[src/rtl/robot_leg_drive_sequencer.sv]
// Drive sequencer for a two-motor leg platform: ramps one shared speed toward the commanded
// target, brakes and inserts a dead-time before any reversal, and stops on watchdog expiry.
module robot_leg_drive_sequencer #(
    parameter int unsigned RAMP_TICK   = 100000,
    parameter int unsigned DEADTIME    = 50000,
    parameter int unsigned WDT_TIMEOUT = 50000000,
    parameter int unsigned MAX_SPEED   = 100
) (
    input  logic       clk,
    input  logic       reset_p,
    input  logic       cmd_valid,
    input  logic [2:0] cmd_dir,
    input  logic [7:0] cmd_speed,
    output logic [7:0] out_left_speed,
    output logic [7:0] out_right_speed,
    output logic [3:0] out_direction,
    output logic       busy,
    output logic       wdt_stop
);

    localparam int unsigned PreW  = (RAMP_TICK > 1) ? $clog2(RAMP_TICK) : 1;
    localparam int unsigned DeadW = (DEADTIME > 1) ? $clog2(DEADTIME) : 1;
    localparam int unsigned WdtW  = (WDT_TIMEOUT > 1) ? $clog2(WDT_TIMEOUT) : 1;

    localparam logic [PreW-1:0]  PreLast  = PreW'(RAMP_TICK - 1);
    localparam logic [DeadW-1:0] DeadLast = DeadW'(DEADTIME - 1);
    localparam logic [WdtW-1:0]  WdtLast  = WdtW'(WDT_TIMEOUT - 1);
    localparam logic [7:0]       SpeedCap = (MAX_SPEED > 255) ? 8'd255 : 8'(MAX_SPEED);

    localparam logic [2:0] DirStop  = 3'd0;
    localparam logic [2:0] DirFwd   = 3'd1;
    localparam logic [2:0] DirBwd   = 3'd2;
    localparam logic [2:0] DirLeft  = 3'd3;
    localparam logic [2:0] DirRight = 3'd4;

    typedef enum logic [1:0] {StIdle, StRun, StBrake, StDead} state_e;

    state_e           state_q, state_d;
    logic [PreW-1:0]  presc_q, presc_d;
    logic [WdtW-1:0]  wdt_q, wdt_d;
    logic             wdt_stop_q, wdt_stop_d;
    logic [2:0]       pend_dir_q, pend_dir_n;
    logic [7:0]       pend_speed_q, pend_speed_n;
    logic [2:0]       active_q, active_d;
    logic [7:0]       target_q, target_d, target_n;
    logic [7:0]       cur_q, cur_d;
    logic [DeadW-1:0] dead_q, dead_d;
    logic [3:0]       dir_q, dir_d;
    logic             busy_q, busy_d;

    logic       tick;
    logic       expire;
    logic       eff_valid;
    logic [2:0] eff_dir;
    logic [7:0] eff_speed;
    logic       dir_change;
    logic       dead_done;
    logic [7:0] run_step;
    logic [7:0] brake_step;

    function automatic logic [3:0] dir_code(input logic [2:0] d);
        logic [3:0] code;
        case (d)
            DirFwd:   code = 4'b1010;
            DirBwd:   code = 4'b0101;
            DirLeft:  code = 4'b1001;
            DirRight: code = 4'b0110;
            default:  code = 4'b0000;
        endcase
        return code;
    endfunction

    // Command path: a real command always beats the watchdog; expiry injects a single stop.
    always_comb begin
        expire    = !cmd_valid && (wdt_q == WdtLast) && !wdt_stop_q;
        eff_valid = cmd_valid || expire;
        eff_dir   = DirStop;
        eff_speed = 8'd0;
        if (cmd_valid && (cmd_dir >= DirFwd) && (cmd_dir <= DirRight)) begin
            eff_dir   = cmd_dir;
            eff_speed = (cmd_speed > SpeedCap) ? SpeedCap : cmd_speed;
        end
        pend_dir_n   = eff_valid ? eff_dir : pend_dir_q;
        pend_speed_n = eff_valid ? eff_speed : pend_speed_q;

        if (cmd_valid) begin
            wdt_d = '0;
        end else if (wdt_q == WdtLast) begin
            wdt_d = wdt_q;
        end else begin
            wdt_d = wdt_q + WdtW'(1);
        end

        if (cmd_valid) begin
            wdt_stop_d = 1'b0;
        end else if (expire) begin
            wdt_stop_d = 1'b1;
        end else begin
            wdt_stop_d = wdt_stop_q;
        end
    end

    always_comb begin
        tick    = (presc_q == PreLast);
        presc_d = tick ? '0 : presc_q + PreW'(1);

        target_n = target_q;
        if (eff_valid) begin
            if (eff_dir == DirStop) begin
                target_n = 8'd0;
            end else if (eff_dir == active_q) begin
                target_n = eff_speed;
            end
        end
        dir_change = eff_valid && (eff_dir != DirStop) && (eff_dir != active_q);

        run_step = cur_q;
        if (tick) begin
            if (cur_q < target_n) begin
                run_step = cur_q + 8'd1;
            end else if (cur_q > target_n) begin
                run_step = cur_q - 8'd1;
            end
        end
        brake_step = (tick && (cur_q != 8'd0)) ? cur_q - 8'd1 : cur_q;
        dead_done  = (dead_q == DeadLast);
    end

    always_ff @(posedge clk or posedge reset_p) begin
        if (reset_p) begin
            state_q <= StIdle;
        end else begin
            state_q <= state_d;
        end
    end

    always_comb begin
        state_d = state_q;
        unique case (state_q)
            StIdle: begin
                if (pend_dir_n != DirStop) begin
                    state_d = StRun;
                end
            end
            StRun: begin
                if (dir_change) begin
                    state_d = (cur_q == 8'd0) ? StDead : StBrake;
                end else if ((pend_dir_n == DirStop) && (run_step == 8'd0)) begin
                    state_d = StIdle;
                end
            end
            StBrake: begin
                if (brake_step == 8'd0) begin
                    state_d = StDead;
                end
            end
            StDead: begin
                if (dead_done) begin
                    state_d = (pend_dir_n != DirStop) ? StRun : StIdle;
                end
            end
            default: state_d = StIdle;
        endcase
    end

    // Outputs are computed from the next state so every registered output moves on the
    // same edge as the state transition that causes it.
    always_comb begin
        cur_d    = cur_q;
        target_d = target_q;
        active_d = active_q;
        dead_d   = dead_q;
        dir_d    = 4'b0000;
        busy_d   = (state_d == StBrake) || (state_d == StDead);
        unique case (state_d)
            StRun: begin
                if (state_q == StRun) begin
                    cur_d    = run_step;
                    target_d = target_n;
                    dir_d    = dir_code(active_q);
                end else begin
                    active_d = pend_dir_n;
                    target_d = pend_speed_n;
                    cur_d    = 8'd0;
                    dir_d    = dir_code(pend_dir_n);
                end
            end
            StBrake: begin
                cur_d = brake_step;
                dir_d = dir_code(active_q);
            end
            StDead: begin
                cur_d  = 8'd0;
                dead_d = (state_q == StDead) ? dead_q + DeadW'(1) : '0;
            end
            default: begin
                cur_d    = 8'd0;
                target_d = 8'd0;
            end
        endcase
    end

    always_ff @(posedge clk or posedge reset_p) begin
        if (reset_p) begin
            presc_q      <= '0;
            wdt_q        <= '0;
            wdt_stop_q   <= 1'b0;
            pend_dir_q   <= DirStop;
            pend_speed_q <= 8'd0;
            active_q     <= DirStop;
            target_q     <= 8'd0;
            cur_q        <= 8'd0;
            dead_q       <= '0;
            dir_q        <= 4'b0000;
            busy_q       <= 1'b0;
        end else begin
            presc_q      <= presc_d;
            wdt_q        <= wdt_d;
            wdt_stop_q   <= wdt_stop_d;
            pend_dir_q   <= pend_dir_n;
            pend_speed_q <= pend_speed_n;
            active_q     <= active_d;
            target_q     <= target_d;
            cur_q        <= cur_d;
            dead_q       <= dead_d;
            dir_q        <= dir_d;
            busy_q       <= busy_d;
        end
    end

    assign out_left_speed  = cur_q;
    assign out_right_speed = cur_q;
    assign out_direction   = dir_q;
    assign busy            = busy_q;
    assign wdt_stop        = wdt_stop_q;

endmodule
[config.mk]
export PLATFORM = sky130hd
export DESIGN_NAME = robot_leg_drive_sequencer
export DESIGN_NICKNAME = d
export VERILOG_FILES = /design/src/rtl/robot_leg_drive_sequencer.sv
export SDC_FILE = /design/constraint.sdc
export NUM_CORES = 1
export LEC_CHECK = 0
export BUFFER_PORTS_ARGS = -buffer_cell sky130_fd_sc_hd__buf_2
export CAP_MARGIN = 10
export CORE_MARGIN = 10
export CORE_UTILIZATION = 45
export CTS_CLUSTER_SIZE = 40
export DETAILED_ROUTE_END_ITERATION = 12
export GPL_TIMING_DRIVEN = 0
export PLACE_DENSITY_LB_ADDON = 0.15
export SLEW_MARGIN = 20
export SYNTH_ARGS = -nofsm -noshare
export SYNTH_HDL_FRONTEND = slang
export SYNTH_SLANG_ARGS = --single-unit
export TNS_END_PERCENT = 50
[constraint.sdc]
create_clock -name clk -period 10.3 [get_ports clk]
set_input_delay 0.515 -clock clk [delete_from_list [all_inputs] [get_ports clk]]
set_output_delay 0.515 -clock clk [all_outputs]
set_load 0.02 [all_outputs]
Yosys cells after proc, flatten, opt, wreduce, memory -nomap -nowiden
Index checks and enable logic that the tools add are counted.
{ "totals": {"out_inout_bits": 22, "word_cells": 101, "input_bits": 14, "reg_bits": 97} }
{ "classes": {"n_reduce_logical": 24, "muxes": 34, "n_addsub": 5, "eq_ne": 20, "n_bitwise": 1, "n_lt_le_gt_ge": 5} }
{ "op_table": {"columns": ["cell", "count"], "rows": [
  ["$mux 8", 12],
  ["$mux 26", 2],
  ["$pmux 4 s4", 2],
  ["$pmux 8 s2", 2],
  ["$add 26x1->26 const B", 1],
  ["$eq 26x26->1 const B", 1],
  ["$logic_not 8->1", 3],
  ["$add 17x1->17 const B", 1],
  ["$eq 17x17->1 const B", 1],
  ["$mux 17", 1],
  ["$add 16x1->16 const B", 1],
  ["$eq 16x16->1 const B", 1],
  ["$mux 16", 1],
  ["$eq 3x2->1 const B", 4],
  ["$mux 2", 5],
  ["$add 8x1->8 const B", 1],
  ["$eq 2x2->1 const B", 4],
  ["$gt 8x7->1 const B", 1],
  ["$gt 8x8->1", 1],
  ["$logic_and 1x1->1", 8],
  ["$lt 8x8->1", 1],
  ["$pmux 2 s4", 1],
  ["$pmux 4 s2", 1],
  ["$reduce_bool 8->1", 1],
  ["other kinds (21)", 32]
]} }

Depth between registers and ports, before layout
Gate-level depths: netlist (run 1).
{ "logic_depth": {"ltp_word": 20, "ltp_mapped": 27, "depth_no_buf": 24} }

Worst setup path after synthesis (run 1)
Ideal clock, no wire load.
{ "synth_path": {"path_type": "register to register", "startpoint": "register wdt_q[10]", "endpoint": "register dir_q[0] (netlist: out_direction[0])", "arrival_time_ns": 5.141, "setup_time_ns": 0.132, "n_path_buf": 2, "required_time_ns": 10.168, "synth_period_minus_slack_ns": 5.273, "slack_ns": 5.027, "path_stages_with_launch": 26, "path_cell_list": "dfrtp_1 > nor4b_1 > nand2_1 > nor3_2 > a21oi_1 > nor3_1 > nor2_1 > a2bb2oi_1 > ha_1 > nand4_1 > or2_0 > clkbuf_1 > and2_1 > nand2b_1 > mux2i_1 > xor2_1 > or2_2 > nor4_1 > o32ai_1 > ha_1 > and2_1 > clkbuf_1 > nor2_1 > nor2_1 > a22oi_1 > nor2_1"} }
{ "synth_between": {"elab_chain_len": 16, "elab_cells_between_ends": 32, "classes_between": "2 x order compare; 7 x eq/ne; 14 x mux; 9 x reduce/logical"} }
{ "synth_rtl": {"columns": ["element", "line", "rtl"], "rows": [
  ["start, declared", "40", "logic [WdtW-1:0] wdt_q, wdt_d;"],
  ["start signal, assigned", "218", "wdt_q <= wdt_d;"],
  ["$eq 26x26->1 (*)", "75", "expire = !cmd_valid && (wdt_q == WdtLast) && !wdt_stop_q;"],
  ["$logic_and 1x1->1 (*) (2 in a row)", "75", null],
  ["$logic_or 1x1->1 (*)", "76", "eff_valid = cmd_valid || expire;"],
  ["$mux 8", "108", "if (eff_valid) begin"],
  ["$gt 8x8->1", "121", "end else if (cur_q > target_n) begin"],
  ["$mux 8", "121", null],
  ["$mux 8", "119", "if (cur_q < target_n) begin"],
  ["$mux 8", "118", "if (tick) begin"],
  ["$logic_not 8->1", "148", "end else if ((pend_dir_n == DirStop) && (run_step == 8'd0)) begin"],
  ["$logic_and 1x1->1", "148", null],
  ["$mux 2", "148", null],
  ["$mux 2", "146", "if (dir_change) begin"],
  ["$pmux 2 s4 (*)", "139", "unique case (state_q)"],
  ["net state_d[0]", "38", "state_e state_q, state_d;"],
  ["$eq 2x2->1 or $eq 2x1->1 (tied branches)", "175", "unique case (state_d)"],
  ["$pmux 4 s2 (*)", "175", null],
  ["net dir_d[0]", "48", "logic [3:0] dir_q, dir_d;"],
  ["end signal, assigned", "226", "dir_q <= dir_d;"],
  ["end, declared", "48", null]
]} }
The timed path passes the listed nets; every way through them passes the cells marked *.
A chain may end at the register's enable or synchronous reset.

Worst setup path in the final report (run 1)
{ "layout_path": {"startpoint": "register wdt_q[10]", "endpoint": "register dir_q[1] (netlist: out_direction[1])"} }
The elaborated chain is that of the path after synthesis.

==> run summary, run 1 <==
status: finished, final reports clean
H-tree depth: 3
Die Wd: 132.1 um
Avg Cell Area, Syn: 8.934 um2
Num CTS Buffers: 9
Mapped Cells: 633
final net count: 710
die extent in y: 132.1 um
Max Cap Viol: 0
delay-heaviest family, CP: simple AND/OR/NAND/NOR gates
slew margin rel.: 32.33%
crit path kind: reg -> reg
fin. max-slew vios: 0
combinational power share: 34.4%
hold crit path type: in -> async
residual DRC count: 0
Critical Path Sink Type: register
Peak VDD IR: 0.00009083 V
RSZ-0062 raised after global routing: no
initial DRC count: 408
initial antenna violation count: 0
Final setup viols: 0
die area: 0.01745 mm2
hpwl dp: 9744 um
PD cells: 184.9 mW/mm2
setup bufs post-CTS: 0
register bit total from synthesis: 97
vias in the first global route: 4525
Filler cells: 1138
CTS tree: built
Switch Pwr: 0.4520 mW
# diodes: 0
Final Critical Period: 6.920 ns
skew final: 0.01138 ns
number of core rows: 40
met3 WL: 696 um
Final Cycle Share: 67.19%
via count: 4702
Routed WL: 13400 um
Yosys warnings: 0
Least-Margin Pin Slew: 1.007 ns
internal power: 0.7243 mW
Clock transition at path regs: 0.07 ns
area delta synth->final: 12.48%
overflow left after global routing: 0
PortBufs: 35
CP cell instances: nor4b_1 > nand2_1 > nor3_2 > a21oi_1 > nor3_1 > o22ai_1 > ha_1 > nor2b_1 > o211ai_1 > a21oi_1 > nor3_1 > o21ai_0 > xor2_1 > nand4_1 > nor4_1 > o32ai_1 > ha_1 > and2_1 > clkbuf_1 > nor2_1 > nor3_1 > a21oi_1 > nor2_1
final count of hold timing violations: 0
FMAX: 0.1445 GHz
worst skew pair latency: 0.35 ns
Crit path largest cell delay: 0.86 ns
Post-synth top flop: dfrtp_1
ys async rst share: 100.0%
synth unique cells: 62
Reg area: 0.002427 mm2
drt pass-1 iters: 5
All-Layer GR Usage: 15.47%
Leakage: 2.868 nW
clock power share: 28.3%
area occupied by multi-input gates: 0.003012 mm2
sw frac: 38.43%
WL met2: 6214 um
Critical Path Fanout Max: 10
layout cell share with drive strength beyond 1: 11.53%
vias per cell: 5.512
M1 wire length: 6197 um
Worst Path Required: 10.51 ns
slowest cell on the critical path: nor3_1
Post-DRT Antenna Nets: 0
Buf/Inv on CP: 1
Post-Syn Area: 0.005655 mm2
Resized Gates After CTS: 0
Startpoint Class: register
Max Used Layer: met4
Seq pwr share: 37.3%
# hold bufs at CTS: 0
initial core utilization: 46.50%
setup ws final: 3.380 ns
routability cong.: 0.8662
Power, Total: 1.176 mW
Clock Path Buffers: 2
CTS root buf: clkbuf_16
IO Pins: 36
first-pass GRT wire length: 22490 um
setup slack at placement: 3.532 ns
clock sinks: 97
setup TNS: 0 ns
core area: 0.01216 mm2
EDFF count, synth: 0
largest net degree at the start of global routing: 52
average wire per standard cell: 15.70 um
CP Data Arrival Time: 7.13 ns
register area share after synthesis: 42.92%
Synthesized Nets: 663
-- cell usage in the layout, fill, tap and decap left out, types with 11 or more instances in the layout --
cell,n
nand2_1,66
and3_1,17
ha_1,16
nor3_1,11
dfrtp_1,97
nor2_1,104
xnor2_1,27
a21oi_1,25
nand4_1,13
buf_2,35
nand3_1,31
xor2_1,43
o21ai_0,22
clkbuf_1,19
-- synth_stat cells (6+ instances only) --
master,number,area share (%)
a21oi_1,25,2.2
nand3_1,31,2.7
a22oi_1,10,1.3
a21o_1,6,0.80
clkbuf_1,18,1.2
xnor2_1,27,4.2
xor2_1,43,6.7
nor2_1,104,6.9
ha_1,16,3.5
nand4_1,13,1.4
and2_1,10,1.1
and4_1,8,1.2
nor3_1,11,0.97
o21ai_0,22,1.9
nand2_1,66,4.4
dfrtp_1,97,43
and3_1,17,1.9
buf_4,9,1.2
inv_1,8,0.53
-- power by group through the flow --
stage	Sequential [mW]	Clock [mW]	Combinational, mW
after detailed placement	0.445	0	0.398
final	0.438	0.333	0.405
after floorplan	0.443	0	0.293
after global routing	0.442	0.361	0.449
after global placement	0.444	0	0.388
after CTS	0.438	0.342	0.401
-- worst paths after layout --
check	startpoint	to	slack, ns	cells after the start
worst max register to register	wdt_q[10]	out_direction[1]	3.38	23
worst min register to register	pend_speed_q[0]	pend_speed_q[0]	0.48	2
max in group asynchronous	reset_p	out_direction[1]	9.51	3
worst max-delay path	wdt_q[10]	out_direction[1]	3.38	23
min in group clk	cmd_speed[3]	pend_speed_q[3]	0.43	3
worst min-delay path	reset_p	wdt_q[15]	0.19	2
-- cell type report --
class                   instances  share of cell area, %
multi-input cells             493                  47.34
flip-flops and latches         97                  38.16
clock buffers                  11                  3.816
well taps                     168                  3.304
repair buffers                 36                  3.186
plain buffers                  34                  2.872
clock inverters                 5                 0.7081
inverters                       9                 0.6098
-- state kept, by name, summed over array words and instances, names as in the netlist, 2 cells and up --
name            cells
wdt_q              26
presc_q            17
dead_q             16
out_left_speed      8
pend_speed_q        8
target_q            8
out_direction       4
active_q            3
pend_dir_q          3
state_q             2
-- worst reg2reg max path: cells and delay by family (launching register included) --
| family | cells | cell delay, ns |
|---|---|---|
| flops | 1 | 0.44 |
| fa+ha+maj | 2 | 0.71 |
| buf+inv | 1 | 0.23 |
| xor+xnor | 1 | 0.22 |
| simple gates | 12 | 3.32 |
| compound gates | 7 | 1.84 |
-- through the flow --
stage / cells / instance area, um2 / utilization [%] / hold WS (ns)
2_1_floorplan: 633 / 5655 / - / 0.4400
5_1_grt: 853 / 6361 / 52.30 / 0.2037
4_1_cts: 853 / 6361 / 52.30 / 0.1950
3_5_place_dp: 837 / 6073 / 49.94 / 0.4634
3_3_place_gp: 836 / 6041 / 49.67 / 0.4554
6_report: 853 / 6361 / 52.30 / 0.1852
-- routing by layer --
metal | vias to the layer above | GRT usage [%]
met5 | - | 0
met4 | 0 | 7.046
met3 | 29 | 3.011
met2 | 127 | 23.71
met1 | 2263 | 20.58
li1 | 2283 | -
-- kinds of logic (layout without fill, tap and decap cells) --
family	Yosys count	after routing	share of synthesized area [%]
XOR/XNOR	70	70	10.84
adder cells (fa/ha/maj)	16	16	3.540
multiplexers	3	3	0.5531
AND/OR/NAND/NOR	303	303	26.99
flip-flops	97	97	42.92
AO/OA/AOI/OAI	101	101	11.33
buffers and inverters	43	95	3.827
No activity file was read; power rests on OpenSTA's default activity.
==> run 2, diff against run 1 <==
Clock period 10.3 ns to 6.51 ns, I/O delays scaled along.
==> run summary, run 2 (synthesis results as in run 1) <==
status: finished with violations
failing checks: negative hold slack
Peak VDD IR: 0.0001459 V (+61%)
number of core rows: 40 (unchanged)
Die Wd: 132.1 um (unchanged)
PD cells: 292.9 mW/mm2 (+58%)
Num CTS Buffers: 9 (unchanged)
Clock Path Buffers: 2 (unchanged)
Post-DRT Antenna Nets: 0 (unchanged)
H-tree depth: 3 (unchanged)
CTS tree: built
initial core utilization: 46.50% (unchanged)
overflow left after global routing: 0 (unchanged)
vias per cell: 5.557 (+0.82%)
layout cell share with drive strength beyond 1: 12.97% (+1.4 points)
fin. max-slew vios: 0 (unchanged)
Max Cap Viol: 0 (unchanged)
initial DRC count: 408 (unchanged)
die extent in y: 132.1 um (unchanged)
drt pass-1 iters: 5 (unchanged)
CP Data Arrival Time: 6.39 ns (-0.74 ns)
initial antenna violation count: 0 (unchanged)
commonest non-fill, non-tap cells in the layout: nor2_1 (103), dfrtp_1 (97), nand2_1 (66)
Final Cycle Share: 93.97% (+27 points)
Startpoint Class: register
Critical Path Fanout Max: 9 (-1)
skew final: 0.01164 ns (+0.0002562 ns)
FMAX: 0.1635 GHz (+13%)
most common cell after layout, fill and taps aside: nor2_1
IO Pins: 36 (unchanged)
Critical Path Sink Type: register
worst skew pair latency: 0.35 ns (about the same)
Least-Margin Pin Slew: 0.5787 ns (-0.4287 ns)
slew margin rel.: 61.01% (+29 points)
Leakage: 2.907 nW (+1.4%)
internal power: 1.152 mW (+59%)
CTS root buf: clkbuf_16
Largest Register: wdt_q
Clock transition at path regs: 0.08 ns (about the same)
R2R depth: 25 (+8.7%)
hold crit path type: in -> async
vias in the first global route: 4540 (+0.33%)
largest net degree at the start of global routing: 52 (unchanged)
area delta synth->final: 13.47%
# diodes: 0 (unchanged)
first-pass GRT wire length: 22590 um (+0.43%)
Worst Path Required: 6.78 ns (-3.73 ns)
Switch Pwr: 0.7282 mW (+61%)
Final Non-Filler Cells: 854 (+0.12%)
hpwl dp: 9744 um (unchanged)
die area: 0.01745 mm2 (unchanged)
PortBufs: 35 (unchanged)
clock sinks: 97 (unchanged)
biggest regs: wdt_q x26, presc_q x17, dead_q x16
max reg flops: 26 (unchanged)
final design utilization: 52.77% (+0.46 points)
residual DRC count: 0 (unchanged)
Routed WL: 13550 um (+1.2%)
core area: 0.01216 mm2 (unchanged)
placed instance count: 837 (unchanged)
Seq pwr share: 36.9% (-0.4 points)
average wire per standard cell: 15.87 um (+1.0%)
All-Layer GR Usage: 15.54% (+0.073 points)
Fin Hold WS: -0.005280 ns (-0.1905 ns)
Final Critical Period: 6.118 ns (-0.8028 ns)
via count: 4746 (+0.94%)
final net count: 711 (+0.14%)
sw frac: 38.74% (+0.31 points)
clock power share: 28.1% (-0.2 points)
combinational power share: 35.0% (+0.6 points)
Final setup viols: 0 (unchanged)
final count of hold timing violations: 10 (+10)
routability cong.: 0.8662 (unchanged)
crit path kind: reg -> reg
[run 2: cell types whose count changed in the layout (fill, tap and decap cells not counted), sizes merged]
| cell | previous run | this run |
|---|---|---|
| buf | 49 | 52 |
| clkbuf | 32 | 30 |
| clkinv | 1 | 0 |
| inv | 12 | 13 |
[run 2: layout make-up]
class | count | area (um2)
well taps | 168 | 210.2
multi-input cells | 493 | 3053
inverters | 9 | 38.79
clock buffers | 11 | 242.7
flip-flops and latches | 97 | 2427
plain buffers | 32 | 175.2
fillers | 1137 | 5744
clock inverters | 5 | 45.04
repair buffers | 39 | 225.2
[run 2: worst max-delay path: stages, from the launching register on]
cell and delay (ns):
dfrtp_1 0.39, ha_1 0.17, and3_1 0.24, nand4_1 0.17, nor3_4 0.35, a21oi_2 0.17
or2_1 0.25, clkbuf_1 0.25, a22oi_1 0.40, ha_1 0.31, nand4_1 0.16, or2_0 0.13
clkbuf_1 0.29, a31o_2 0.19, and2_1 0.21, o21ai_0 0.13, a31oi_1 0.15, o211a_1 0.20
nor4_2 0.07, o32ai_2 0.36, ha_1 0.21, clkbuf_1 0.29, and3_1 0.33, nand2_1 0.13
or3_1 0.33, a21oi_1 0.15
[run 2: per-stage QoR]
step	setup TNS (ns)	hold WS [ns]	setup WS (ns)	cell area (um2)	total power [mW]
after detailed placement	-3.285	0.3894	-0.2582	6073	1.334
after floorplan	0	0.4400	1.237	5655	1.165
final	0	-0.005280	0.3924	6417	1.880
after global placement	-2.633	0.4554	-0.2194	6041	1.316
after global routing	-0.01385	0.01423	-0.009624	6417	1.999
after CTS	0	0.005521	0.1644	6372	1.870
[run 2: path summary, 6_finish.rpt]
| kind | startpoint | end | slack (ns) |
|---|---|---|---|
| max | wdt_q[0] | dead_q[10] | 0.39 |
| min | reset_p | wdt_q[15] | -0.005 |
| max reg2reg | wdt_q[0] | dead_q[10] | 0.39 |
| min reg2reg | pend_speed_q[0] | pend_speed_q[0] | 0.48 |
| max in group asynchronous | reset_p | out_direction[1] | 5.91 |
| min in group clk | cmd_speed[3] | pend_speed_q[3] | 0.23 |
[run 2: timing repair]
item	in CTS	in global routing
setup buffers	0	3
hold buffers	0	0
pin swaps	0	1
resized for setup	2	7
cloned	0	0
endpoints found under the setup margin	31	32
[run 2: routing by layer]
metal / GRT usage (%) / share of wire [%]
met1: 20.72 / 46
met2: 23.79 / 46
met3: 3.011 / 5.2
met4: 7.046 / 1.9
met5: 0 / 0
[run 2: power by group through the flow]
stage | registers, mW | clock network (mW) | logic [mW]
final | 0.694 | 0.528 | 0.658
after global routing | 0.700 | 0.572 | 0.727
after CTS | 0.693 | 0.541 | 0.637
after detailed placement | 0.704 | 0 | 0.630
after global placement | 0.702 | 0 | 0.613
after floorplan | 0.701 | 0 | 0.464
